`src/rtl/mem_port_arbiter.sv`:
```
// mem_port_arbiter: shares one single-ported, variable-latency RAM between the fetch (I) and load/store (D) ports.
// Build macro ARB_ROUND_ROBIN_EN selects a round-robin tie-break; when it is undefined, D has fixed priority over I.
module mem_port_arbiter #(
    parameter int AW  = 32,
    parameter int DW  = 32,
    parameter int NBE = 4
) (
    input  logic           clk,
    input  logic           reset,

    input  logic           i_req,
    input  logic [AW-1:0]  i_addr,
    output logic           i_gnt,
    output logic           i_rvalid,
    output logic [DW-1:0]  i_rdata,

    input  logic           d_req,
    input  logic           d_we,
    input  logic [AW-1:0]  d_addr,
    input  logic [DW-1:0]  d_wdata,
    input  logic [NBE-1:0] d_amp,
    output logic           d_gnt,
    output logic           d_rvalid,
    output logic [DW-1:0]  d_rdata,

    output logic           m_req,
    output logic           m_we,
    output logic [AW-1:0]  m_addr,
    output logic [DW-1:0]  m_wdata,
    output logic [NBE-1:0] m_be,
    input  logic           m_ack,
    input  logic [DW-1:0]  m_rdata,

    output logic           busy
);

    // state  | meaning
    // IDLE   | no transaction outstanding; grants allowed
    // BUSY_I | fetch request on the memory bus, waiting for m_ack
    // BUSY_D | load/store request on the memory bus, waiting for m_ack
    typedef enum logic [1:0] {
        IDLE   = 2'd0,
        BUSY_I = 2'd1,
        BUSY_D = 2'd2
    } state_t;

    state_t         state_q;
    logic           last_d_q;
    logic           store_q;
    logic           m_req_q;
    logic           m_we_q;
    logic [AW-1:0]  m_addr_q;
    logic [DW-1:0]  m_wdata_q;
    logic [NBE-1:0] m_be_q;
    logic           i_rvalid_q;
    logic           d_rvalid_q;
    logic [DW-1:0]  i_rdata_q;
    logic [DW-1:0]  d_rdata_q;

    logic           m_we_d;
    logic [AW-1:0]  m_addr_d;
    logic [DW-1:0]  m_wdata_d;
    logic [NBE-1:0] m_be_d;

    logic           can_grant;
    logic           pick_d;
    logic           i_gnt_c;
    logic           d_gnt_c;

    // Grants are gated by reset so that every output reads 0 while reset is held.
    assign can_grant = (state_q == IDLE) && reset;

`ifdef ARB_ROUND_ROBIN_EN
    assign pick_d = d_req && (!i_req || !last_d_q);
`else
    assign pick_d = d_req;
`endif

    assign d_gnt_c = can_grant && pick_d;
    assign i_gnt_c = can_grant && i_req && !pick_d;

    always_comb begin
        m_we_d    = 1'b0;
        m_addr_d  = {i_addr[AW-1:2], 2'b00};
        m_wdata_d = '0;
        m_be_d    = {NBE{1'b1}};
        if (pick_d) begin
            m_we_d    = d_we;
            m_addr_d  = {d_addr[AW-1:2], 2'b00};
            m_wdata_d = d_we ? d_wdata : '0;
            m_be_d    = d_we ? d_amp : {NBE{1'b1}};
        end
    end

    always_ff @(posedge clk or negedge reset) begin
        if (!reset) begin
            state_q    <= IDLE;
            last_d_q   <= 1'b0;
            store_q    <= 1'b0;
            m_req_q    <= 1'b0;
            m_we_q     <= 1'b0;
            m_addr_q   <= '0;
            m_wdata_q  <= '0;
            m_be_q     <= '0;
            i_rvalid_q <= 1'b0;
            d_rvalid_q <= 1'b0;
            i_rdata_q  <= '0;
            d_rdata_q  <= '0;
        end else begin
            i_rvalid_q <= 1'b0;
            d_rvalid_q <= 1'b0;
            case (state_q)
                IDLE: begin
                    if (d_gnt_c || i_gnt_c) begin
                        state_q   <= d_gnt_c ? BUSY_D : BUSY_I;
                        last_d_q  <= d_gnt_c;
                        store_q   <= d_gnt_c && d_we;
                        m_req_q   <= 1'b1;
                        m_we_q    <= m_we_d;
                        m_addr_q  <= m_addr_d;
                        m_wdata_q <= m_wdata_d;
                        m_be_q    <= m_be_d;
                    end
                end
                BUSY_I: begin
                    if (m_ack) begin
                        state_q    <= IDLE;
                        m_req_q    <= 1'b0;
                        m_we_q     <= 1'b0;
                        i_rvalid_q <= 1'b1;
                        i_rdata_q  <= m_rdata;
                    end
                end
                BUSY_D: begin
                    if (m_ack) begin
                        state_q    <= IDLE;
                        m_req_q    <= 1'b0;
                        m_we_q     <= 1'b0;
                        d_rvalid_q <= 1'b1;
                        d_rdata_q  <= store_q ? '0 : m_rdata;
                    end
                end
                default: begin
                    state_q <= IDLE;
                    m_req_q <= 1'b0;
                end
            endcase
        end
    end

    assign i_gnt    = i_gnt_c;
    assign d_gnt    = d_gnt_c;
    assign i_rvalid = i_rvalid_q;
    assign d_rvalid = d_rvalid_q;
    assign i_rdata  = i_rdata_q;
    assign d_rdata  = d_rdata_q;
    assign m_req    = m_req_q;
    assign m_we     = m_we_q;
    assign m_addr   = m_addr_q;
    assign m_wdata  = m_wdata_q;
    assign m_be     = m_be_q;
    assign busy     = (state_q != IDLE);

    // Byte offsets never reach the word-addressed RAM; the pointer is idle in the fixed-priority build.
    logic unused_sigs;
    assign unused_sigs = ^{i_addr[1:0], d_addr[1:0], last_d_q};

endmodule

```
`config.mk`:
```
export PLATFORM = sky130hd
export DESIGN_NAME = mem_port_arbiter
export DESIGN_NICKNAME = d
export VERILOG_FILES = /design/src/rtl/mem_port_arbiter.sv
export SDC_FILE = /design/constraint.sdc
export NUM_CORES = 1
export LEC_CHECK = 0
export CAP_MARGIN = 20
export CORE_MARGIN = 2
export CORE_UTILIZATION = 40
export DETAILED_ROUTE_END_ITERATION = 7
export PLACE_DENSITY = 0.76
export SLEW_MARGIN = 15
export SYNTH_ARGS = -nofsm -noshare
export SYNTH_HDL_FRONTEND = slang
export SYNTH_SLANG_ARGS = --single-unit
```
`constraint.sdc`:
```
create_clock -name clk -period 1.6 [get_ports clk]
set_input_delay 0.32 -clock clk [delete_from_list [all_inputs] [get_ports clk]]
set_output_delay 0.32 -clock clk [all_outputs]
set_load 0.01 [all_outputs]
```
==> metrics.cfg, run 1 <==
[status]
status=finished, violations left
violations=negative setup slack

[die]
initial_core_util_pct=41.0
num_rows=43
io_pins=277
die_area_sq_um=15300
core-area_sq_um=13900
fp.dieH_um=124
die_x_um=124

[layout]
layout_common_cells=dfrtp_1, dlygate4sd2_1, clkdlybuf4s50_1, nand2_1, o21ai_2
multi_input_area_sq_um=2540
stdcell_count=1040
area_growth_pct=80.4
post-route-util_pct=74.0
fin_nets=988
mostFrequentLayoutCell=dfrtp_1
register_area_sq_um=3430
nFillCells=965
design_area_sq_um=10300
drive_above_1_share_pct=26.8

[synthesis]
ys_seq_area_share_pct=60.0
ys_ff_latch=137
synth_cell_types=26
syn_avg_cell_area_sq_um=10.7
netlist_instances=534
ys_warn_count=0
netlist_area_sq_um=5720

[placement]
port_buffers=270
dpl.hpwl_um=11900
place.gp.congestion=0.804
dp.cells=973
placed_cell_area_sq_um=8680

[setup_path]
r2r-end=m_wdata[17]
cp-start-kind=register
r2r-start=state_q[1]
worst_path_max_delay_cell=dfrtp_1
path_class=reg2out
crit_required_ns=1.28
cp_cell_sequence=inv_2 > ha_4 > nand2_2 > nor3b_2 > buf_2
critPathMaxStageDelay_ns=0.40
arrival_ns=1.49
ff2ff_setup_slack_ns=-0.12
end_kind=output port
reg2reg_depth=10
cp_max_fo=2

[route]
drt_pre_antenna_iters=4
antenna_left=0
num_vias=5264
routed_wl_um=19500
drt_iter0_drc=285
drcViolationCount=0
vias_per_cell=5.06
routedWlPerCell_um=18.8

[grt]
grt.overflow.total=0
grt_pass1_vias=4987
grt_max_degree=72
grt.total_usage_pct=21.7
grt_pass1_wl_um=24900
antenna_found_initial=1

[sta]
finalSetupViolCount=52
rsz0062_at_grt=true
timing.hold.ws_ns=0.00329
drv_slew=0
tightestPinTransition_ns=0.873
fmax_ghz=0.552
relSlewSlack_pct=41.8
min_period_ns=1.81
worst_slack_ns=-0.212
hold_viol_final=0
skew_ns=0.00959
finalCritPeriodShare_pct=113

[clock_tree]
path_clk_slew_ns=0.06
clock-root-buffer=clkbuf_16
htreeDepth=4
cts_tree=built
worst_skew_pair.late_latency_ns=0.42
cts_buffer_depth=2
cts_buffers=17
clock-sinks=137

[pwr]
peakVddDrop_v=0.000851
p_leak_uw=0.00508
power_density_nw_per_um2=1820

[job]
cap_violations=0

[worst_hold_path]
hp-class=in2async

-- layout make-up --
cell class                 count  area share, %
clock buffer                  20           4.43
antenna                        1         0.0243
timing repair buffer         331           33.3
multi-input combinational    352           24.6
sequential                   137           33.2
inverter                       8          0.315
clock inverter                11           1.88
tap                          180           2.18
-- Yosys cell counts --
master | count | area [sq um]
buf_2 | 13 | 65.1
o21ai_0 | 71 | 355
or3_1 | 1 | 6.26
nand2b_1 | 32 | 200
conb_1 | 1 | 3.75
a21oi_1 | 1 | 5.00
a2bb2oi_1 | 2 | 17.5
nand2_1 | 136 | 510
nor2_1 | 4 | 15.0
buf_4 | 3 | 22.5
nor3b_1 | 1 | 7.51
nor2b_1 | 1 | 6.26
o211ai_4 | 1 | 21.3
o22ai_1 | 2 | 12.5
and2_1 | 1 | 6.26
o21ai_1 | 27 | 135
clkbuf_2 | 6 | 30.0
nand3_1 | 4 | 20.0
o22a_1 | 1 | 8.76
clkbuf_1 | 9 | 33.8
mux2i_1 | 30 | 300
ha_1 | 3 | 37.5
mux2_2 | 32 | 360
inv_1 | 8 | 30.0
dfrtp_1 | 137 | 3430
buf_6 | 7 | 78.8
-- through the flow --
step | total power [uW] | TNS, ns | setup slack (ns)
floorplan | 8800 | 0 | 0.106
global placement | 12900 | -17.00 | -0.364
finish | 18800 | -3.46 | -0.212
detailed placement | 13200 | -23.45 | -0.398
global route | 19800 | -6.22 | -0.264
CTS | 16600 | -2.15 | -0.211
-- worst max-delay path: cells and delay by family, from the launching register on --
family                   cells  cell delay, ns
flip-flops                   1            0.40
AND/OR/NAND/NOR              2            0.27
buffers and inverters        2            0.26
adder cells (fa/ha/maj)      1            0.15
-- routing by layer --
metal,GRT usage (%),vias to the layer above,share of wire (%)
met3,6.92,43,7.5
li1,-,2400,-
met2,37.7,259,52
met5,0,-,0
met1,24.2,2562,38
met4,10.1,0,2.7
-- logic make-up (layout without fill, tap and decap cells) --
logic type               after synthesis  in the layout  synth area share, %
AND/OR/NAND/NOR                      180            180                 13.5
flip-flops                           137            137                 60.0
AO/OA/AOI/OAI                        105            105                 9.72
multiplexers                          62             62                 11.6
buffers and inverters                 46            370                 4.55
adder cells (fa/ha/maj)                3              3                0.657
other                                  1              3               0.0656
-- flip-flops by register name, indices dropped and copies added, names as in the netlist --
signal and flops:
m_req 1, m_addr 30, state_q 2, m_we 1
i_rdata 32, d_rdata 32, d_rvalid 1, store_q 1
i_rvalid 1, m_wdata 32, m_be 4
-- what timing repair did --
action / 4_1_cts / 5_1_grt
setup endpoints to repair: 137 / 89
setup buffers: 3 / 10
resized for setup: 164 / 181
hold endpoints to repair: 12 / 0
pin swaps: 2 / 64
hold buffers: 1 / 0
gates cloned: 0 / 22
-- worst max-delay path by stage --
stage	startpoint	end	slack (ns)	cells past startpoint
floorplan	state_q[0]	i_gnt	0.11	5
global placement	i_req	i_gnt	-0.36	3
detailed placement	i_req	i_gnt	-0.40	3
CTS	state_q[1]	i_gnt	-0.21	5
global route	state_q[1]	i_gnt	-0.26	5
finish	state_q[1]	i_gnt	-0.21	5
-- report_power, final --
part | total (uW) | switching (uW) | internal, uW
registers | 6070 | 1080 | 5000
logic | 8350 | 3890 | 4460
clock network | 4350 | 1500 | 2840
No activity file was read; power rests on OpenSTA's default activity.
==> inputs of run 2 (changes only) <==
Settings changed: ABC_AREA set to 1, SETUP_SLACK_MARGIN set to 0.5.
==> run 2 against run 1 <==
Effect of this change:
- highest routed layer unchanged
- first-iteration DRC count grew 49%
- the flow still finishes with violations (negative setup slack)
- die area grew 1.6%
- hold slack gained 0.0014 ns
- worst setup slack gained 0.039 ns
- clock power shrank 2%
- via count grew 25%
- non-clock buffer count grew 127
- critical endpoint is now m_addr[15]
- clock skew grew 0.0018 ns
- maximum frequency grew 2.2%
==> metrics.cfg, run 2 <==
[clock_tree]
path_clk_slew_ns=0.06
cts_tree=built
worst_skew_pair.late_latency_ns=0.42
cts_buffers=17
clock-root-buffer=clkbuf_16
cts_buffer_depth=2
htreeDepth=4
clock-sinks=137

[route]
num_vias=6590
antenna_left=0
drcViolationCount=0
routedWlPerCell_um=19.0
vias_per_cell=5.16
drt_iter0_drc=426
routed_wl_um=24300
drt_pre_antenna_iters=5

[layout]
fin_nets=1220
layout_common_cells=dfrtp_1, nand2_1, clkdlybuf4s50_1, buf_4, buf_6
post-route-util_pct=81.5
stdcell_count=1276
drive_above_1_share_pct=47.1
mostFrequentLayoutCell=dfrtp_1
area_growth_pct=101
antenna_cells=0

[sta]
finalSetupViolCount=74
rsz0062_at_grt=true
finalCritPeriodShare_pct=111
relSlewSlack_pct=58.1
skew_ns=0.0114
min_period_ns=1.77
worst_slack_ns=-0.173
hold_viol_final=0
tightestPinTransition_ns=0.627
drv_slew=0
timing.hold.ws_ns=0.00466
fmax_ghz=0.564
tns_ns=-8.90

[synthesis]
yosysMostFrequentCell=nand2_1
synth_edf_count=0
synth_area_leaders=dfrtp_1, nand2_1, nand3_1
yosysTopAreaCellShare_pct=59.0
syn_avg_cell_area_sq_um=9.00
synth.largest_area_cell=dfrtp_1
synthAdderAreaFrac_pct=0.645
synth-main-ff-cell=dfrtp_1
ys_ff_latch=137
yosys.area_share.xor_xnor_pct=0
async_flop_share_pct=100
yosys-top-cells-count=nand2_1, dfrtp_1, nor2_1
netlist_instances=646
ys_warn_count=0
yosys.area_share.simple_pct=24.6
muxShareOfSynthArea_pct=0
synth_cell_types=22
netlist_area_sq_um=5820
ys_seq_area_share_pct=59.0
synth_top_family_by_area=simple AND/OR/NAND/NOR gates
synth_compound_area_share_pct=10.2

[die]
io_pins=277
initial_core_util_pct=40.5
fp.dieH_um=125
die_area_sq_um=15500
core-area_sq_um=14400
num_rows=44
die_x_um=125

[pwr]
peakVddDrop_v=0.000893
p_total_uw=20500
p_leak_uw=0.00580
power_density_nw_per_um2=1750

[grt]
antenna_found_initial=0
grt_busiest_layer=met2
grt_pass1_vias=6171
grt_use_met2_pct=43.3
grt_use_met1_pct=30.8
grt_pass1_wl_um=31700
grt_max_degree=90
use_met3_pct=8.55
grt.total_usage_pct=25.8
grt.overflow.total=0

[placement]
dpl.hpwl_um=12300
place.gp.congestion=0.827
dp.cells=1104
port_buffers=270

[setup_path]
cp_max_fo=8
cp-start-kind=register
reg2reg_depth=11
arrival_ns=2.07
crit_required_ns=1.90
ff2ff_setup_slack_ns=-0.17
r2r-end=m_addr[15]
r2r-start=state_q[1]
path_class=reg2reg
end_kind=register

[status]
status=finished, violations left
violations=negative setup slack

[worst_hold_path]
hp-class=in2async

[job]
cap_violations=0

==> run 2: cell types whose count changed in the layout (fill, tap and decap cells not counted), moves of 22 or more <==
| cell | delta |
|---|---|
| dlygate4sd2_1 | -134 |
| buf_6 | +81 |
| mux2i_1 | -30 |
| buf_4 | +88 |
| nand2_1 | +47 |
| nand3_1 | +33 |
| nand3_2 | +27 |
| o21a_1 | +30 |
| mux2_2 | -22 |
| nand2b_1 | -32 |
| buf_2 | +78 |
| nor2_1 | +64 |
==> run 2: report_power, final <==
group / switching [uW] / internal [uW]
Sequential: 964 / 4900
Combinational: 4660 / 5700
Clock: 1530 / 2740
Total: 7160 / 13300
==> run 2: final cells by class <==
type	count	area (sq um)
Clock buffer	22	474
Clock inverter	10	166
Fill cell	843	2660
Inverter	13	63.8
Multi-Input combinational cell	452	2800
Sequential cell	137	3430
Tap cell	184	230
Timing Repair Buffer	458	4550
==> run 2: repair_timing <==
item / in CTS / in global routing
hold buffers: 1 / 1
setup endpoints to repair: 274 / 286
endpoints found under the hold margin: 12 / 12
pin swaps: 44 / 35
resized for setup: 759 / 128
setup buffers: 46 / 69
gates cloned: 9 / 15
==> run 2: worst max path at each step <==
stage / start / endpoint / slack (ns) / cells past startpoint
after floorplan: state_q[0] / m_addr[22] / 0.14 / 9
after global placement: d_req / i_gnt / -0.39 / 4
after detailed placement: d_req / i_gnt / -0.38 / 4
after CTS: state_q[1] / i_gnt / -0.19 / 6
after global routing: state_q[1] / m_addr[26] / -0.25 / 12
final: state_q[1] / m_addr[15] / -0.17 / 11
==> run 2: cells by family (layout without fill, tap and decap cells) <==
kind of cell | Yosys count | count (layout)
buffers and inverters | 59 | 503
flip-flops | 137 | 137
AO/OA/AOI/OAI | 96 | 96
adder cells (fa/ha/maj) | 3 | 3
AND/OR/NAND/NOR | 350 | 351
other | 1 | 2
==> run 2: metal layers <==
metal / share of wire, % / up-vias
li1: - / 2965
met1: 37 / 3184
met2: 50 / 357
met3: 9.0 / 84
met4: 3.7 / 0
met5: 0 / -
==> run 2: worst max-delay path: stages (launching register included) <==
cell and delay [ns]:
dfrtp_1 0.37, inv_2 0.06, ha_4 0.16, buf_8 0.13, nand3_4 0.07, buf_6 0.10, buf_6 0.11, nand2_8 0.08
buf_12 0.14, buf_16 0.14, buf_6 0.11, o21a_1 0.17
==> run 2: stage by stage <==
| stage | cell area (sq um) | setup WS, ns |
|---|---|---|
| after floorplan | 5890 | 0.141 |
| after global placement | 8970 | -0.391 |
| after detailed placement | 8970 | -0.382 |
| after CTS | 10400 | -0.192 |
| after global routing | 11700 | -0.249 |
| final | 11700 | -0.173 |
==> inputs of run 3 (changes only) <==
Settings changed: HOLD_SLACK_MARGIN set to 0.02.
==> results of run 3 <==
Same layout as run 2: the final DEF is identical, and so are final timing and power.
